**config.mk**
```make
export PLATFORM = sky130hd
export DESIGN_NAME = dev_req_arbiter_flat
export DESIGN_NICKNAME = d
export VERILOG_FILES = /design/src/rtl/dev_req_arbiter_if.sv /design/src/rtl/dev_req_arbiter.sv /design/src/flat_wrapper.sv
export SDC_FILE = /design/constraint.sdc
export NUM_CORES = 1
export LEC_CHECK = 0
export ABC_CLOCK_PERIOD_IN_PS = 1730
export CAP_MARGIN = 20
export CORE_UTILIZATION = 45
export DETAILED_ROUTE_END_ITERATION = 8
export PLACE_DENSITY = 0.74
export SETUP_SLACK_MARGIN = 0.5
export SYNTH_ARGS = -nofsm -noshare
export SYNTH_HDL_FRONTEND = slang
export SYNTH_SLANG_ARGS = --single-unit
```
**constraint.sdc**
```tcl
create_clock -name clk -period 1.73 [get_ports clk]
set_clock_uncertainty 0.2 [all_clocks]
set_input_delay 0.173 -clock clk [delete_from_list [all_inputs] [get_ports clk]]
set_output_delay 0.173 -clock clk [all_outputs]
set_load 0.03 [all_outputs]
```
**src/rtl/dev_req_arbiter_if.sv**
```systemverilog
// dev_req_arbiter_if: host request/grant/response bus plus the device
// controller start/done pair shared by dev_req_arbiter.
//   host_req    hosts -> arbiter, level request per host
//   host_gnt    arbiter -> hosts, one-hot registered grant
//   host_done   arbiter -> hosts, one-cycle success pulse
//   host_err    arbiter -> hosts, one-cycle timeout pulse
//   dc_start_en arbiter -> device controller, one-cycle start pulse
//   dc_done_in  device controller -> arbiter, completion
//   arb_busy    arbiter status, high whenever not idle
//   cur_host    index of the granted host, 0 when idle
// modport master: arbiter side. modport slave: hosts/device side.
interface dev_req_arbiter_if #(
  parameter int NUM_HOST = 4
);
  localparam int HW = (NUM_HOST > 1) ? $clog2(NUM_HOST) : 1;

  logic [NUM_HOST-1:0] host_req;
  logic [NUM_HOST-1:0] host_gnt;
  logic [NUM_HOST-1:0] host_done;
  logic [NUM_HOST-1:0] host_err;
  logic                dc_start_en;
  logic                dc_done_in;
  logic                arb_busy;
  logic [HW-1:0]       cur_host;

  modport master (
    input  host_req, dc_done_in,
    output host_gnt, host_done, host_err, dc_start_en, arb_busy, cur_host
  );

  modport slave (
    output host_req, dc_done_in,
    input  host_gnt, host_done, host_err, dc_start_en, arb_busy, cur_host
  );
endinterface

```
**src/rtl/dev_req_arbiter.sv**
```systemverilog
// dev_req_arbiter: round-robin arbiter/sequencer sharing one device read
// controller between NUM_HOST hosts. IDLE picks the next requester after
// the last served host, GRANT pulses dc_start_en, WAIT waits for dc_done_in
// under a TIMEOUT-cycle watchdog, RESP pulses host_done or host_err, then
// the pointer moves past the served host. All outputs are registered.
// Ports:
//   clk  rising-edge clock
//   rst  synchronous active-high reset (aborts any transaction silently)
//   bus  dev_req_arbiter_if.master (host req/gnt/done/err, dc start/done,
//        arb_busy, cur_host)
module dev_req_arbiter #(
  parameter int NUM_HOST = 4,
  parameter int TIMEOUT  = 64
) (
  input  logic              clk,
  input  logic              rst,
  dev_req_arbiter_if.master bus
);
  localparam int HW = (NUM_HOST > 1) ? $clog2(NUM_HOST) : 1;
  localparam int CW = (TIMEOUT > 1) ? $clog2(TIMEOUT) : 1;

  typedef enum logic [1:0] {IDLE, GRANT, WAIT, RESP} state_e;

  state_e              state_q, state_d;
  logic [NUM_HOST-1:0] gnt_q, gnt_d;
  logic [NUM_HOST-1:0] done_q, done_d;
  logic [NUM_HOST-1:0] err_q, err_d;
  logic [HW-1:0]       cur_q, cur_d;
  logic [HW-1:0]       last_q, last_d;
  logic [CW-1:0]       cnt_q, cnt_d;
  logic                start_q, start_d;
  logic                busy_q, busy_d;

  logic [HW-1:0]       win;
  logic                found;
  logic [HW-1:0]       idx_v;
  int                  idx;

  // Round-robin scan: last+1, last+2, ... wrapping at NUM_HOST, first hit wins.
  always_comb begin
    win   = '0;
    found = 1'b0;
    idx   = 0;
    idx_v = '0;
    for (int i = 1; i <= NUM_HOST; i++) begin
      idx   = (int'(last_q) + i) % NUM_HOST;
      idx_v = HW'(idx);
      if (!found && bus.host_req[idx_v]) begin
        win   = idx_v;
        found = 1'b1;
      end
    end
  end

  always_comb begin
    state_d = state_q;
    gnt_d   = gnt_q;
    cur_d   = cur_q;
    last_d  = last_q;
    cnt_d   = cnt_q;
    start_d = 1'b0;
    done_d  = '0;
    err_d   = '0;
    unique case (state_q)
      IDLE: begin
        if (found) begin
          state_d = GRANT;
          gnt_d   = NUM_HOST'(1) << win;
          cur_d   = win;
          start_d = 1'b1;
        end
      end
      GRANT: begin
        state_d = WAIT;
        cnt_d   = '0;
      end
      WAIT: begin
        // done is checked first so a completion on the final watchdog
        // cycle still counts as success
        if (bus.dc_done_in) begin
          state_d = RESP;
          done_d  = gnt_q;
        end else if (cnt_q == CW'(TIMEOUT - 1)) begin
          state_d = RESP;
          err_d   = gnt_q;
        end else begin
          cnt_d = cnt_q + CW'(1);
        end
      end
      RESP: begin
        state_d = IDLE;
        gnt_d   = '0;
        cur_d   = '0;
        last_d  = cur_q;
      end
      default: state_d = IDLE;
    endcase
    busy_d = (state_d != IDLE);
  end

  always_ff @(posedge clk) begin
    if (rst) begin
      state_q <= IDLE;
      gnt_q   <= '0;
      done_q  <= '0;
      err_q   <= '0;
      cur_q   <= '0;
      last_q  <= HW'(NUM_HOST - 1);
      cnt_q   <= '0;
      start_q <= 1'b0;
      busy_q  <= 1'b0;
    end else begin
      state_q <= state_d;
      gnt_q   <= gnt_d;
      done_q  <= done_d;
      err_q   <= err_d;
      cur_q   <= cur_d;
      last_q  <= last_d;
      cnt_q   <= cnt_d;
      start_q <= start_d;
      busy_q  <= busy_d;
    end
  end

  assign bus.host_gnt    = gnt_q;
  assign bus.host_done   = done_q;
  assign bus.host_err    = err_q;
  assign bus.dc_start_en = start_q;
  assign bus.arb_busy    = busy_q;
  assign bus.cur_host    = cur_q;
endmodule
```
**src/flat_wrapper.sv**
```systemverilog
// flat-port wrapper written by rule: the top's interface ports become plain ports
module dev_req_arbiter_flat 
#(
  parameter int NUM_HOST = 4,
  parameter int TIMEOUT  = 64
)
  (clk, rst, bus_host_req, bus_dc_done_in, bus_host_gnt, bus_host_done, bus_host_err, bus_dc_start_en, bus_arb_busy, bus_cur_host);
  dev_req_arbiter_if #(.NUM_HOST(NUM_HOST)) bus_i ();
  input  logic clk;
  input  logic rst;
  input wire logic [$bits(bus_i.host_req)-1:0] bus_host_req;
  input wire logic [$bits(bus_i.dc_done_in)-1:0] bus_dc_done_in;
  output wire logic [$bits(bus_i.host_gnt)-1:0] bus_host_gnt;
  output wire logic [$bits(bus_i.host_done)-1:0] bus_host_done;
  output wire logic [$bits(bus_i.host_err)-1:0] bus_host_err;
  output wire logic [$bits(bus_i.dc_start_en)-1:0] bus_dc_start_en;
  output wire logic [$bits(bus_i.arb_busy)-1:0] bus_arb_busy;
  output wire logic [$bits(bus_i.cur_host)-1:0] bus_cur_host;
  assign bus_i.host_req = bus_host_req;
  assign bus_i.dc_done_in = bus_dc_done_in;
  assign bus_host_gnt = bus_i.host_gnt;
  assign bus_host_done = bus_i.host_done;
  assign bus_host_err = bus_i.host_err;
  assign bus_dc_start_en = bus_i.dc_start_en;
  assign bus_arb_busy = bus_i.arb_busy;
  assign bus_cur_host = bus_i.cur_host;
  dev_req_arbiter #(.NUM_HOST(NUM_HOST), .TIMEOUT(TIMEOUT)) u_core (.clk(clk), .rst(rst), .bus(bus_i));
endmodule
```
Yosys cells after proc, flatten, opt, wreduce, memory -nomap -nowiden
Index checks and enable logic that the tools add are counted.

cells by class
  order comparisons = 4
  bitwise logic cells = 4
  $add $sub $neg = 5
  shifts and indexed selects = 1
  multiplexer cells = 28
  equality and inequality tests = 7
  reductions and logical operators = 15

operators by type and width
  kind                   number
  $mux W2                8
  $lt A2 B3 Y1 const B   4
  $mux W6                2
  $pmux W6 S2            1
  $mux W1                9
  $bmux W1 S2            4
  $pmux W2 S4            1
  $pmux W4 S2            1
  $add A6 B1 Y6 const B  1
  $eq A6 B6 Y1 const B   1
  $reduce_bool A2 Y1     3
  $add A2 B1 Y2 const B  2
  $add A2 B2 Y2 const B  2
  $eq A2 B2 Y1 const B   2
  $mux W4                1
  $ne A2 B2 Y1 const B   2
  $not A1 Y1             4
  $pmux W2 S2            1
  $reduce_or A4 Y1       1
  $shl A1 B2 Y4 const A  1
  $logic_and A1 B1 Y1    3
  $logic_not A1 Y1       3
  $reduce_and A3 Y1      1
  $reduce_or A3 Y1       1
  5 further kinds        5

storage, ports and cells
  logic and storage cells = 73
  bits in registers = 26
  output and inout port bits = 16
  bits of input ports = 7

Longest topological paths before layout
  word-level depth = 16
  mapped depth = 5
  depth with buffers taken out = 5

Worst setup path before layout
No wires, ideal clock.

  path type = flip-flop to flip-flop
  from = register u_core.cnt_q[0]
  to = register u_core.cnt_q[4]
  setup slack = 0.067 ns
  period minus slack after synthesis = 1.663 ns
  setup time = 0.116 ns
  data required time = 1.414 ns
  arrival time = 1.346 ns
  buffers on the path = 0
  stages on the path, launching flop included = 6
  cells stage by stage = dfxtp_1 > ha_1 > and3_1 > nor4_1 > a2111oi_0 > a41o_1

on the way
  word-level cells in the longest chain between the ends = 4
  elaborated cells on any way between the ends = 7
  those cells by class = add/sub: 1; eq/ne: 2; mux: 3; reduce/logical: 1

RTL lines
  item                    line                    text
  start, declared         dev_req_arbiter.sv:30   logic [CW-1:0] cnt_q, cnt_d;
  start signal, assigned  dev_req_arbiter.sv:119  cnt_q <= cnt_d;
  $add A6 B1 Y6           dev_req_arbiter.sv:87   cnt_d = cnt_q + CW'(1);
  $mux W6                 dev_req_arbiter.sv:83   end else if (cnt_q == CW'(TIMEOUT - 1)) begin
  $mux W6                 dev_req_arbiter.sv:80   if (bus.dc_done_in) begin
  $pmux W6 S2             dev_req_arbiter.sv:64   unique case (state_q)

Several ways; a longest one is shown, not always the timed one. The select of a mux whose other input is x is not followed.
A chain may end at the register's enable or synchronous reset.

Final worst setup path
  from = register u_core.cnt_q[1]
  to = register u_core.cnt_q[0]

on the way
  word-level cells in the longest chain between the ends = 3

RTL lines
  item                         line
  $eq A6 B6 Y1                 dev_req_arbiter.sv:83
  $ne A2 B2 Y1 (no line)       --
  $reduce_and A3 Y1 (no line)  --

Every way passes these cells.

==> results.tsv <==
metric	value	unit
fillCellCount	134	
die_y	52.63	um
syn_inst	122	
synth_ff_type	dfxtp_1	
async_reset_ff_share	0	%
crit_arrival	1.64	ns
cts_tree	done	
max_stage_delay	0.38	ns
r2r_start	u_core.cnt_q[1]	
fin_crit_sh	92.06	%
drc	0	
p_leak	0.0008006	uW
r2r_slack	0.14	ns
seq_area_frac_synth	45.12	%
cp.depth	5	
multiInputGateArea	764.5	um^2
synth_area_leaders	dfxtp_1 (45%), and2_1 (4.3%), nand2_1 (3.3%), nand2b_1 (2.7%), nor2b_1 (2.7%)	
final_common_cell	buf_4	
layout-drive-gt1-share	55.80	%
timing.final.ws_setup	0.1374	ns
ctsHtreeMaxLevel	1	
grt-ovfl-total	0	
pre_cts_ws	-0.1515	ns
die-area	0.002770	mm^2
slew_headroom	76.37	%
postSynthAreaPerCell	9.456	um^2
numCtsBuffers	3	
r2r-end	u_core.cnt_q[0]	
slew_viol_final	0	
regArea	549.3	um^2
critPathCapture	u_core.cnt_q[0]	
crit_buf_inv	0	
tightest_slew	0.3517	ns
critPathTopFamily	compound AO/OA/AOI/OAI gates	
gp_congestion	0.8417	
via_count	1288	
fmax	627.9	MHz
yosys_register_bits	26	
yosys.area.top_type	dfxtp_1	
place_area	0.001570	mm^2
netlist_area	0.001154	mm^2
synth_top_area_share	45.12	%
via_per_inst	6.163	
critPathLaunchType	flip-flop	
routed_wirelength	3921	um
path_class	flip-flop to flip-flop	
critical_path.slowest_cell	dfxtp_4	
cts-hold-fix-buffers	0	
powerDensity	727.6	mW/mm^2
core-area	0.002318	mm^2
r2r_cells	5	
synth_cell_types	40	
grt_usage	26.01	%
rsz0062_at_grt	true	
path_clk_slew	0.15	ns
antenna_found_initial	0	
critical_path_required	1.77	ns
critPathLaunch	u_core.cnt_q[1]	
fin_area	0.001916	mm^2
clockBufferDepth	2	
period_minus_slack	1.593	ns
portBuffers	22	
cp_max_fo	4	
diodes	0	
clk_latency	0.33	ns
ant_nets	0	
rows	17	
grt_pass1_vias	1100	
syn2layout_area_growth	66.05	%
hold_viol_final	0	
root_buffer	clkbuf_4	
post_drt_wl_per_cell	18.76	um
p_total	1394	uW
ys_warn_count	0	
layout_common_cells	buf_4 (41), dfxtp_1 (13), buf_6 (12)	
setup_viol	0	
cp_cell_sequence	ha_4 -> and3_4 -> nor2b_4 -> o31a_1 -> o32ai_2	
dp_hpwl	2013	um
synth_nets	130	
nets	190	
drt_iter0_markers	79	
endpoint_kind	flip-flop	
outcome	completed	
finalHoldWorstSlack	0.2048	ns
min-delay-path-class	input port to flip-flop	
die_w	52.63	um
initial_core_util	49.76	%
clock-sinks	26	
drt-pass1-iter-count	4	
synth_edf_count	0	
grt_pass1_wl	5181	um
tns	0	ns
io_pins	23	
cap_violations	0	
grt_max_degree	16	
irDropWorstVdd	659.6	uV
==> worst min-delay path by stage <==
| stage | startpoint | cells after the start | slack (ns) | to |
|---|---|---|---|---|
| 2_1_floorplan | rst | 1 | 0.06 | u_core.bus.dc_start_en |
| 3_3_place_gp | u_core.cnt_q[5] | 1 | 0.26 | u_core.cnt_q[5] |
| 3_5_place_dp | u_core.cnt_q[5] | 1 | 0.27 | u_core.cnt_q[5] |
| 4_1_cts | rst | 3 | 0.19 | u_core.cnt_q[3] |
| 5_1_grt | rst | 3 | 0.22 | u_core.state_q[1] |
| 6_report | rst | 3 | 0.20 | u_core.state_q[1] |
==> layout make-up <==
| type | instances | share of cell area (%) |
|---|---|---|
| Timing Repair Buffer | 60 | 26.32 |
| Sequential cell | 26 | 28.67 |
| Clock buffer | 4 | 2.482 |
| Tap cell | 28 | 1.829 |
| Inverter | 3 | 0.7838 |
| Multi-Input combinational cell | 88 | 39.91 |
==> state kept, by name, indices dropped and copies added, names as in the netlist <==
| signal | cells |
|---|---|
| u_core.bus.arb_busy | 1 |
| u_core.cnt_q | 6 |
| u_core.bus.host_gnt | 4 |
| u_core.state_q | 2 |
| u_core.bus.host_err | 4 |
| u_core.bus.host_done | 4 |
| u_core.last_q | 2 |
| u_core.bus.dc_start_en | 1 |
| u_core.bus.cur_host | 2 |
==> cells in the mapped netlist, types with 2 or more instances <==
library cell / n
dfxtp_1: 26
nand2_1: 10
and2_1: 8
nor2_1: 8
a21oi_1: 6
nand3_1: 6
nor3_1: 6
nand2b_1: 5
nor2b_1: 5
inv_1: 3
a21o_1: 2
a22o_1: 2
a32o_1: 2
and3_1: 2
buf_2: 2
nor4_1: 2
nor4_2: 2
o22ai_1: 2
o31a_1: 2
==> power by group <==
group | switching [uW] | internal (uW)
Combinational | 190 | 180
Sequential | 26.3 | 625
Clock | 195 | 177
==> worst min-delay path, stage by stage <==
cell and delay (ns):
dlygate4sd2_1 0.30, buf_4 0.21, a21oi_2 0.04
==> through the flow <==
step,instances,utilization [%]
2_1_floorplan,122,-
3_3_place_gp,181,67.73
3_5_place_dp,181,67.73
4_1_cts,203,76.58
5_1_grt,209,82.62
6_report,209,82.62
==> cell families after synthesis <==
| family | share of synthesized area, % |
|---|---|
| buf+inv | 3.796 |
| compound gates | 20.17 |
| simple gates | 29.83 |
| flops | 45.12 |
| fa+ha+maj | 1.084 |
==> what timing repair did <==
action	in CTS	in global routing
setup endpoints to repair	42	38
hold endpoints to repair	0	0
pin swaps	18	14
setup buffers	18	6
resized for setup	112	46
==> layer usage <==
layer,share of wire [%],GRT usage [%]
met1,40,31.38
met2,49,46.41
met3,6.3,3.478
met4,4.2,9.211
met5,0,0
No activity file was read; power rests on OpenSTA's default activity.
